**src/rtl/id_ex_stage.sv**
```systemverilog
// ID/EX pipeline register with load-use hazard detection, bubble insertion
// and a saturating count of the load-use bubbles inserted.
module id_ex_stage #(
    parameter int XLEN = 32
) (
    input  logic            clk,
    input  logic            rst_n,
    input  logic            valid_id,
    input  logic [XLEN-1:0] pc_id,
    input  logic [XLEN-1:0] rs1_data_id,
    input  logic [XLEN-1:0] rs2_data_id,
    input  logic [XLEN-1:0] imm_id,
    input  logic [4:0]      rs_id,
    input  logic [4:0]      rt_id,
    input  logic [4:0]      rd_id,
    input  logic            uses_rs_id,
    input  logic            uses_rt_id,
    input  logic [9:0]      ctrl_id,
    input  logic            flush_ex,
    input  logic            hold_ex,
    output logic            valid_ex,
    output logic [XLEN-1:0] pc_ex,
    output logic [XLEN-1:0] rs1_data_ex,
    output logic [XLEN-1:0] rs2_data_ex,
    output logic [XLEN-1:0] imm_ex,
    output logic [4:0]      rs_ex,
    output logic [4:0]      rt_ex,
    output logic [4:0]      rd_ex,
    output logic [9:0]      ctrl_ex,
    output logic            stall_if,
    output logic [15:0]     bubble_cnt
);

    logic hz;
    logic rs_match;
    logic rt_match;

    // Only memread matters: a load to x0 never stalls because rd_ex must be nonzero.
    always_comb begin
        rs_match = uses_rs_id && (rd_ex == rs_id);
        rt_match = uses_rt_id && (rd_ex == rt_id);
        hz       = valid_ex && ctrl_ex[1] && valid_id && (rd_ex != 5'd0) && (rs_match || rt_match);
    end

    // A flush redirects fetch, so it overrides any stall request.
    always_comb begin
        stall_if = 1'b0;
        if (!flush_ex && (hold_ex || hz)) begin
            stall_if = 1'b1;
        end
    end

    always_ff @(posedge clk or negedge rst_n) begin
        if (!rst_n) begin
            valid_ex    <= 1'b0;
            pc_ex       <= '0;
            rs1_data_ex <= '0;
            rs2_data_ex <= '0;
            imm_ex      <= '0;
            rs_ex       <= '0;
            rt_ex       <= '0;
            rd_ex       <= '0;
            ctrl_ex     <= '0;
            bubble_cnt  <= '0;
        end else if (hold_ex && !flush_ex) begin
            valid_ex    <= valid_ex;
        end else if (flush_ex || hz || !valid_id) begin
            // Bubble pattern: all fields zero so x0 never matches in forwarding.
            valid_ex    <= 1'b0;
            pc_ex       <= '0;
            rs1_data_ex <= '0;
            rs2_data_ex <= '0;
            imm_ex      <= '0;
            rs_ex       <= '0;
            rt_ex       <= '0;
            rd_ex       <= '0;
            ctrl_ex     <= '0;
            if (!flush_ex && hz && (bubble_cnt != 16'hFFFF)) begin
                bubble_cnt <= bubble_cnt + 16'd1;
            end
        end else begin
            valid_ex    <= 1'b1;
            pc_ex       <= pc_id;
            rs1_data_ex <= rs1_data_id;
            rs2_data_ex <= rs2_data_id;
            imm_ex      <= imm_id;
            rs_ex       <= rs_id;
            rt_ex       <= rt_id;
            rd_ex       <= rd_id;
            ctrl_ex     <= ctrl_id;
        end
    end

endmodule

```
**config.mk**
```make
export PLATFORM = sky130hd
export DESIGN_NAME = id_ex_stage
export DESIGN_NICKNAME = d
export VERILOG_FILES = /design/src/rtl/id_ex_stage.sv
export SDC_FILE = /design/constraint.sdc
export NUM_CORES = 1
export LEC_CHECK = 0
export CORE_AREA = 2 2 129 131
export DETAILED_ROUTE_END_ITERATION = 8
export DIE_AREA = 0 0 131 133
export DONT_BUFFER_PORTS = 1
export MAX_ROUTING_LAYER = met4
export PLACE_DENSITY_LB_ADDON = 0.1
export SYNTH_ARGS = -nofsm -noshare
export SYNTH_HDL_FRONTEND = slang
export SYNTH_SLANG_ARGS = --single-unit
```
**constraint.sdc**
```tcl
create_clock -name clk -period 2.9 [get_ports clk]
set_clock_uncertainty 0.2 [all_clocks]
set_input_delay 0.58 -clock clk [delete_from_list [all_inputs] [get_ports clk]]
set_output_delay 0.58 -clock clk [all_outputs]
set_load 0.01 [all_outputs]
```
======== Word level (Yosys, flattened, before mapping) ========
Index checks and enable logic that the tools add are counted.
cells by class
  $add $sub $neg .......................... 1
  equality and inequality tests ........... 3
  muxes and demuxes ....................... 10
  bitwise logic cells ..................... 1
  reductions and logical operators ........ 18
operators by type and width
  cell                                                              number
  32-bit two-way mux                                                4
  16-bit by 1-bit adder with 16-bit output (second input constant)  1
  16-bit != test (second input constant)                            1
  5-bit two-way mux                                                 3
  5-bit == test                                                     2
  1-bit logical AND                                                 10
  10-bit two-way mux                                                1
  5-bit nonzero test                                                1
  1-bit logical OR                                                  4
  3-bit AND reduction                                               1
  1-bit zero test                                                   2
  1-bit two-way mux                                                 2
  1-bit inverter                                                    1
storage, ports and cells
  input bits .............................. 160
  flip-flop bits (word level) ............. 170

======== Logic depth before layout (Yosys ltp) ========
Gate-level depths: netlist of run 1.
  depth in word-level cells ............... 7
  mapped depth ............................ 7
  depth with buffers taken out ............ 6

======== Worst setup path after synthesis of run 1 ========
OpenSTA, ideal clock, no wires.
  kind .................................... input to output
  from .................................... input port rs_id[1]
  to ...................................... output port stall_if
  slack ................................... 0.426 ns
  buffers on the path ..................... 1
  data arrival time ....................... 1.694 ns
  cell stages on the path ................. 5
  data required time ...................... 2.120 ns
  path through ............................ xnor2_1 -> nand4_1 -> o22ai_2 -> clkbuf_1 -> a41o_1
between the ends
  longest elaborated chain between the ends .. 7
ends and longest elaborated chain
  what                RTL line  text
  start: declaration  13        input logic [4:0] rs_id,
  5-bit == test       40        rs_match = uses_rs_id && (rd_ex == rs_id);
  1-bit logical AND   40
  1-bit logical OR    42        hz = valid_ex && ctrl_ex[1] && valid_id && (rd_ex != 5'd0) && (rs_match || rt_match);
  1-bit logical AND   42
  1-bit logical OR    48        if (!flush_ex && (hold_ex || hz)) begin
  1-bit logical AND   48
  1-bit two-way mux   48
  end: declaration    30        output logic stall_if,
Every way passes these cells.

======== Final worst setup path of run 1 ========
  from .................................... register rd_ex[0]
  to ...................................... output port stall_if
between the ends
  longest elaborated chain between the ends .. 7
ends and longest elaborated chain
  what                                  RTL line  text
  start: declaration                    28        output logic [4:0] rd_ex,
  start signal: assignment              89        rd_ex <= rd_id;
  5-bit == test (on tied branches)      40, 41
  1-bit logical AND (on tied branches)  40, 41
  1-bit logical OR                      42
  1-bit logical AND *                   42
  1-bit logical OR *                    48
  1-bit logical AND *                   48
  1-bit two-way mux *                   48
Every way passes the cells marked *; elsewhere a longest branch is shown, timed or not.

==> results of run 1 <==
-- state kept, by name, summed over array words and instances (netlist names) --
signal and cells:
rd_ex 5, ctrl_ex 10, rs1_data_ex 32, rs2_data_ex 32, valid_ex 1, bubble_cnt 16
rs_ex 5, imm_ex 32, pc_ex 32, rt_ex 5
-- layer usage --
metal	share of wire, %	global-route usage, %	routed length, µm	up-vias
met5	0	-	0	-
met2	48	27.7	7630	222
met3	11	6.31	1690	26
met4	2.6	7.80	412	0
met1	38	21.2	6020	1987
li1	-	-	-	1669
-- worst paths after layout --
check                                            start  depth (start not counted)                     endpoint  slack, ns
worst max-delay path              rd_ex[0]$_DFFE_PN0N_                          4                     stall_if       0.09
worst min-delay path                             rst_n                          0         pc_ex[4]$_DFFE_PN0N_      -0.34
worst max register to register    rd_ex[0]$_DFFE_PN0N_                          6  rs1_data_ex[26]$_DFFE_PN0N_       0.44
worst min register to register  imm_ex[28]$_DFFE_PN0N_                          1       imm_ex[28]$_DFFE_PN0N_       0.38
max in group asynchronous                        rst_n                          0  rs1_data_ex[14]$_DFFE_PN0N_       2.66
min in group clk                       rs1_data_id[17]                          1  rs1_data_ex[17]$_DFFE_PN0N_       0.08
-- placed cells by master (no fill, tap or decap), types with 2 or more instances in the layout --
| cell | synthesis | layout |
|---|---|---|
| buf_12 | 0 | 3 |
| nor3_1 | 2 | 2 |
| nand3_1 | 6 | 6 |
| xnor2_1 | 25 | 25 |
| dfrtp_1 | 170 | 169 |
| clkinv_4 | 0 | 3 |
| buf_4 | 1 | 6 |
| a22o_1 | 153 | 153 |
| clkbuf_16 | 0 | 17 |
| clkinvlp_4 | 0 | 4 |
| inv_8 | 0 | 2 |
| nand2_1 | 7 | 7 |
| inv_1 | 2 | 2 |
| nand4_1 | 14 | 14 |
| inv_6 | 0 | 3 |
| nor2_1 | 6 | 6 |
| clkinv_2 | 0 | 2 |
| and3_1 | 5 | 5 |
-- cells by family after synthesis --
group / synth area share (%)
fa+ha+maj: 0.197
mux: 0.177
xor+xnor: 3.44
compound gates: 22.0
buf+inv: 3.19
simple gates: 4.05
flops: 66.9
-- cell type report --
class / count / area (µm²)
clock buffer: 18 / 429
clock inverter: 14 / 115
fill: 1473 / 9070
inverter: 3 / 11.3
multi-input combinational: 233 / 1910
sequential: 170 / 4260
tap: 220 / 275
timing repair buffer: 9 / 105
-- power groups by stage --
stage	Clock (mW)	Sequential, mW	Combinational, mW
final	2.09	2.56	0.175
after global routing	2.27	2.57	0.193
after CTS	2.16	2.56	0.177
after detailed placement	0	2.60	0.177
after global placement	0	2.60	0.171
after floorplan	0	2.58	0.147
-- cell usage after synthesis (2+ instances only) --
library cell  count  share of area, %
dfrtp_1         170                67
and3_1            5              0.49
nand4_1          14               1.4
nor3_1            2              0.16
nand2_1           7              0.41
nor2_1            6              0.35
a22o_1          153                21
nand3_1           6              0.47
inv_1             2              0.12
xnor2_1          25               3.4
clkbuf_1         19               1.1
buf_6             6               1.1
buf_2             9              0.71
-- metrics by stage --
step | std cells | power [mW]
floorplan | 441 | 2.73
global placement | 635 | 2.77
detailed placement | 635 | 2.78
CTS | 667 | 4.90
global route | 667 | 5.03
finish | 667 | 4.82
-- what timing repair did --
action / in CTS / in global routing
resized for setup: 1 / 0
endpoints found under the hold margin: 170 / 170
setup endpoints to repair: 1 / 1
pin swaps: 2 / 1
==> key figures, run 1 <==
Detailed routing
  – Routed WL: around 16000 µm
  – Vias: 3904
  – WL/cell: around 24 µm
  – DRC viols: 0
  – Via density: around 5.9
  – Drt pass-1 iters: 4
  – Detailed Route Iter0 Violations: between 200 and 250
  – Number of antenna-violating nets in the routed design: 0

Synth
  – Yosys reg bits: 170
  – Main flop type after synthesis: dfrtp_1
  – Post-Syn Area per Cell: 14.4 µm²
  – Ys async rst share: 100%
  – Synth Warn #: 0
  – Mapped Cells: 441
  – Netlist cell types: 30
  – Number of synthesized flops with an enable pin: 0
  – Syn_nets: around 600
  – Register area share after synthesis: around 67%
  – Post-synthesis cell area: 0.00636 mm²

Placement
  – # port buffers: 0
  – Dpl cell area: 0.00655 mm²
  – Gpl congestion: around 0.80
  – Detailed placer's ending HPWL: around 11000 µm
  – Dpl ws: approximately 0.44 ns

Timing
  – RSZ-0062 raised after global routing: yes
  – Tmin final: roughly 2.8 ns
  – Slew HR: 54.1%
  – Worst hold slack: -0.344 ns
  – Slew Limit Fails: 0
  – Final setup viols: 0
  – Post-Route Setup TNS: 0 ns
  – Final Hold Fails: 170
  – Max Fclk: 356 MHz
  – Actual transition at the worst max-transition pin: 0.688 ns
  – Setup ws final: between 0.08 and 0.09 ns
  – Fin crit share: 96.9%

Worst setup path
  – CP Capture Type: output pin
  – Slowest cell on crit path: or4_1
  – Critical Path RT: between 2 and 2.5 ns
  – Setup CP Type: flop to output pin
  – Critical path arrival: ~2.0 ns
  – Crit-path max FO: 5
  – Crit-path leading delay family: simple AND/OR/NAND/NOR gates
  – Max incr delay on CP: 0.53 ns
  – Critical Path Source Type: flop
  – Buf/Inv on CP: 1
  – Critical Path, Cell by Cell: or4_1 > o211ai_1 > inv_2 > a41o_1

GRT
  – First-pass GRT wire length: approximately 23000 µm
  – Vias in the first global route: just under 4000
  – Largest net degree at the start of global routing: 171
  – Initial antenna violation count: 0
  – Grt total ovfl: 0
  – Total track usage: between 10% and 20%

Pwr
  – Flop pwr share: a little over half
  – Net switching power: approximately 1.2 mW
  – Max IR drop VDD: about 370 µV
  – Static Leakage: about 3.3 nW
  – P_int: about 3.6 mW
  – PD cells: ~680 mW/mm²
  – Clock share of power: a little over two fifths
  – Logic pwr share: approximately 3.6%
  – Switching share of power: between 20% and 30%

Floorplan
  – Row cnt: 47
  – Ports: approximately 330
  – Die X: about 130 µm
  – Starting Density: between 30% and 40%
  – Die ar.: 0.0174 mm²
  – DIE HEIGHT: around 130 µm
  – Placeable Area: between 0.015 and 0.02 mm²

Clock network
  – Post CTS Setup Buffer Count: 0
  – Worst skew pair latency: around 0.42 ns
  – Max H-tree Level: 4
  – CTS root buffer: clkbuf_16
  – Clock-pin transition on the worst setup and hold timing paths: ~0.070 ns
  – CTS buffer count: 17
  – CTS tree: yes
  – Clock Path Buffers: 2
  – Clock sinks: 170

Status
  – Status: complete, but fails checks
  – Failing checks: negative hold slack

Hold path
  – Worst hold path type: primary input to async pin

Layout
  – Share of cells above drive strength 1: between 10% and 20%
  – Final Instance Area: 0.00710 mm²
  – Final core utilization: 43.9%
  – Area Overhead vs Synth: 11.7%
  – Nets: 595
  – # diodes: 0

Run
  – Max-capacitance violation count: 0
Note: power is estimated with default switching activity, not from simulation.
==> inputs of run 2 (changes only) <==
ABC_AREA = 1   (was default)
CORE_AREA = 2 2 128 130   (was 2 2 129 131)
DIE_AREA = 0 0 130 132   (was 0 0 131 133)
==> run 2 against run 1 <==
  * Synthesized cell count rose by 95%
  * Worst hold slack improved by 0.0028 ns
  * Highest routed layer unchanged
  * Worst setup slack improved by 0.26 ns
  * Register-to-register slack barely moved
  * Non-clock buffer count fell by 1
  * The flow still finishes with violations (negative hold slack)
==> key figures, run 2 <==
Layout
  – Area Overhead vs Synth: 7.28% (was 11.7%)
  – Nets: 979 (was 595)
  – Most frequent cells in the layout: 301 x nand3_1, 232 x nand2_1, 170 x dfrtp_1, 19 x inv_1, 19 x nor2_1 (was 169 x dfrtp_1, 153 x a22o_1, 25 x xnor2_1, 17 x clkbuf_16, 14 x nand4_1)
  – Share of cells above drive strength 1: 6.14% (was 10.5%)
  – Most common cell after layout, fill and taps aside: nand3_1 (was dfrtp_1)
  – Fill count: 1474 (was 1473)
  – # diodes: 0 (unchanged)

Hold path
  – Worst hold path type: primary input to async pin (unchanged)

Timing
  – Final Hold Fails: 170 (unchanged)
  – Slew Limit Fails: 0 (unchanged)
  – Slew HR: 50.5% (was 54.1%)
  – Worst hold slack: -0.342 ns (was -0.344 ns)
  – RSZ-0062 raised after global routing: no (was yes)
  – Tmin final: 2.55 ns (was 2.81 ns)
  – Max Fclk: 393 MHz (was 356 MHz)
  – Final setup viols: 0 (unchanged)
  – Fin crit share: 87.8% (was 96.9%)
  – Post-Route Setup TNS: 0 ns (unchanged)
  – Actual transition at the worst max-transition pin: 0.742 ns (was 0.688 ns)

Floorplan
  – Row cnt: 46 (was 47)
  – DIE HEIGHT: 132 µm (was 133 µm)
  – Placeable Area: 0.0157 mm² (was 0.0162 mm²)
  – Die X: 130 µm (was 131 µm)
  – Starting Density: 47.8% (was 39.3%)
  – Die ar.: 0.0172 mm² (was 0.0174 mm²)
  – Ports: 331 (unchanged)

Synth
  – Post-synth top area share: 56.6% (was 66.9%)
  – Synth Area in Compound Gates: 1.13% (was 22.0%)
  – Most frequent cells after synthesis: 301 x nand3_1, 233 x nand2_1, 170 x dfrtp_1 (was 170 x dfrtp_1, 153 x a22o_1, 25 x xnor2_1)
  – Syn_nets: 1019 (was 602)
  – Mux share of post-synthesis cell area: 0% (was 0.177%)
  – Main flop type after synthesis: dfrtp_1 (unchanged)
  – Xor/xnor share of the synthesized area: 1.63% (was 3.44%)
  – Simple logic cell fraction of the synthesized area: 33.9% (was 4.05%)
  – Synth Area in Adders: 0.167% (was 0.197%)
  – Synth Warn #: 0 (unchanged)
  – Register area share after synthesis: 56.6% (was 66.9%)
  – Count leader, synth: nand3_1 (was dfrtp_1)
  – Ys async rst share: 100% (unchanged)
  – Largest family of logic cells by synthesized area: simple AND/OR/NAND/NOR gates (was compound AO/OA/AOI/OAI gates)
  – Post-Syn Area per Cell: 8.76 µm² (was 14.4 µm²)
  – Post-synthesis cell area: 0.00751 mm² (was 0.00636 mm²)
  – Netlist cell types: 25 (was 30)
  – Number of synthesized flops with an enable pin: 0 (unchanged)
  – Yosys top cell by area: dfrtp_1 (unchanged)
  – Mapped Cells: 858 (was 441)
  – Synth area leaders: dfrtp_1 57%, nand3_1 20%, nand2_1 12% (was dfrtp_1 67%, a22o_1 21%, xnor2_1 3.4%)
  – Yosys reg bits: 170 (unchanged)

Clock network
  – Max H-tree Level: 4 (unchanged)
  – Clock sinks: 170 (unchanged)
  – CTS buffer count: 17 (unchanged)
  – Post_cts resized: 0 (was 1)
  – CTS root buffer: clkbuf_16 (unchanged)
  – Worst skew pair latency: 0.42 ns (about the same)
  – Post CTS Setup Buffer Count: 0 (unchanged)
  – Clock-pin transition on the worst setup and hold timing paths: 0.06 ns (was 0.07 ns)
  – Clock Path Buffers: 2 (unchanged)
  – CTS tree: yes (unchanged)

Worst setup path
  – Critical path startpoint: rd_ex[3]$_DFFE_PN0N_ (was rd_ex[0]$_DFFE_PN0N_)
  – Slowest cell on crit path: dfrtp_1 (was or4_1)
  – R2r setup slk: 0.44 ns (about the same)
  – R2r endpoint: rs2_data_ex[22]$_DFFE_PN0N_ (was rs1_data_ex[26]$_DFFE_PN0N_)
  – CP Capture Type: output pin (unchanged)
  – Cells on worst reg2reg path: 9 (was 6)
  – Critical path arrival: 1.77 ns (was 2.03 ns)
  – Crit-path max FO: 5 (unchanged)
  – Critical Path RT: 2.12 ns (about the same)
  – Buf/Inv on CP: 1 (unchanged)
  – Reg2reg start: rd_ex[3]$_DFFE_PN0N_ (was rd_ex[0]$_DFFE_PN0N_)
  – Max incr delay on CP: 0.46 ns (was 0.53 ns)
  – Setup CP Type: flop to output pin (unchanged)
  – Critical Path, Cell by Cell: inv_1 > nor2_1 > a21oi_1 > nand3_1 > nand2_2 > nand3_2 > nand2_1 (was or4_1 > o211ai_1 > inv_2 > a41o_1)
  – Critical Path Source Type: flop (unchanged)
  – Crit-path leading delay family: simple AND/OR/NAND/NOR gates (unchanged)

Detailed routing
  – Routed WL: 20800 µm (was 15800 µm)
  – Number of antenna-violating nets in the routed design: 0 (unchanged)
  – Drt pass-1 iters: 5 (was 4)
  – WL/cell: 19.9 µm (was 23.6 µm)
  – Via density: 5.77 (was 5.85)
  – DRC viols: 0 (unchanged)
  – Detailed Route Iter0 Violations: 472 (was 219)
  – Vias: 6040 (was 3904)

GRT
  – Largest net degree at the start of global routing: 171 (unchanged)
  – Grt total ovfl: 0 (unchanged)
  – M1 GR Usage: 29.5% (was 21.2%)
  – Busiest layer in global routing: met2 (unchanged)
  – Met3 Resource Use GR: 8.00% (was 6.31%)
  – First-pass GRT wire length: 32300 µm (was 23100 µm)
  – Total track usage: 24.7% (was 18.0%)
  – GR Util met2: 37.8% (was 27.7%)
  – Initial antenna violation count: 0 (unchanged)
  – Vias in the first global route: 6016 (was 3976)

Pwr
  – Static Leakage: 4.27 nW (was 3.34 nW)
  – Max IR drop VDD: 382 µV (was 372 µV)
  – PD cells: 617 mW/mm² (was 679 mW/mm²)

Placement
  – Gpl congestion: 0.861 (was 0.798)
  – Detailed placer's ending HPWL: 13700 µm (was 10600 µm)
  – # port buffers: 0 (unchanged)

Run
  – Max-capacitance violation count: 0 (unchanged)

Status
  – Status: complete, but fails checks (unchanged)
  – Failing checks: negative hold slack (unchanged)
-- run 2: metrics by stage --
step	utilization (%)	power [mW]	cells	worst slack (ns)	cell area, µm²
final	51.3	4.97	1046	0.353	8060
after global routing	51.3	5.17	1046	0.169	8060
after CTS	51.3	5.03	1046	0.339	8060
after detailed placement	47.6	2.78	1015	0.505	7480
after global placement	47.6	2.78	1015	0.545	7480
after floorplan	-	2.75	858	0.844	7510
-- run 2: cells by family (layout without fill, tap and decap cells) --
logic type	after synthesis	count (layout)
AND/OR/NAND/NOR	565	565
flip-flops	170	170
buffers and inverters	91	63
AO/OA/AOI/OAI	17	17
XOR/XNOR	14	14
adder cells (fa/ha/maj)	1	1
-- run 2: power breakdown --
part           internal (mW)  total, mW  switching, mW
registers               2.45       2.56          0.112
clock network           1.32       2.23          0.911
logic                 0.0600      0.176          0.116
total                   3.83       4.97           1.14
-- run 2: worst max-delay path by stage --
| stage | end | slack, ns | depth (start not counted) |
|---|---|---|---|
| floorplan | stall_if | 0.84 | 4 |
| global placement | rs2_data_ex[22]$_DFFE_PN0N_ | 0.55 | 8 |
| CTS | stall_if | 0.34 | 7 |
| detailed placement | rs2_data_ex[22]$_DFFE_PN0N_ | 0.50 | 8 |
| global route | stall_if | 0.17 | 7 |
| finish | stall_if | 0.35 | 7 |
-- run 2: routing by layer --
metal | routed length (µm) | share of wire, % | vias to the layer above
met4 | 832 | 4.0 | 0
met2 | 10300 | 50 | 300
met1 | 7800 | 37 | 2932
met3 | 1880 | 9.0 | 53
met5 | 0 | 0 | -
li1 | - | - | 2755
-- run 2: final cells by class --
type	count	area [µm²]	share of cell area, %
well taps	216	270	3.35
flip-flops and latches	170	4250	52.8
inverters	24	92.6	1.15
repair buffers	8	85.1	1.06
clock inverters	9	115	1.43
clock buffers	22	464	5.76
multi-input cells	597	2780	34.5
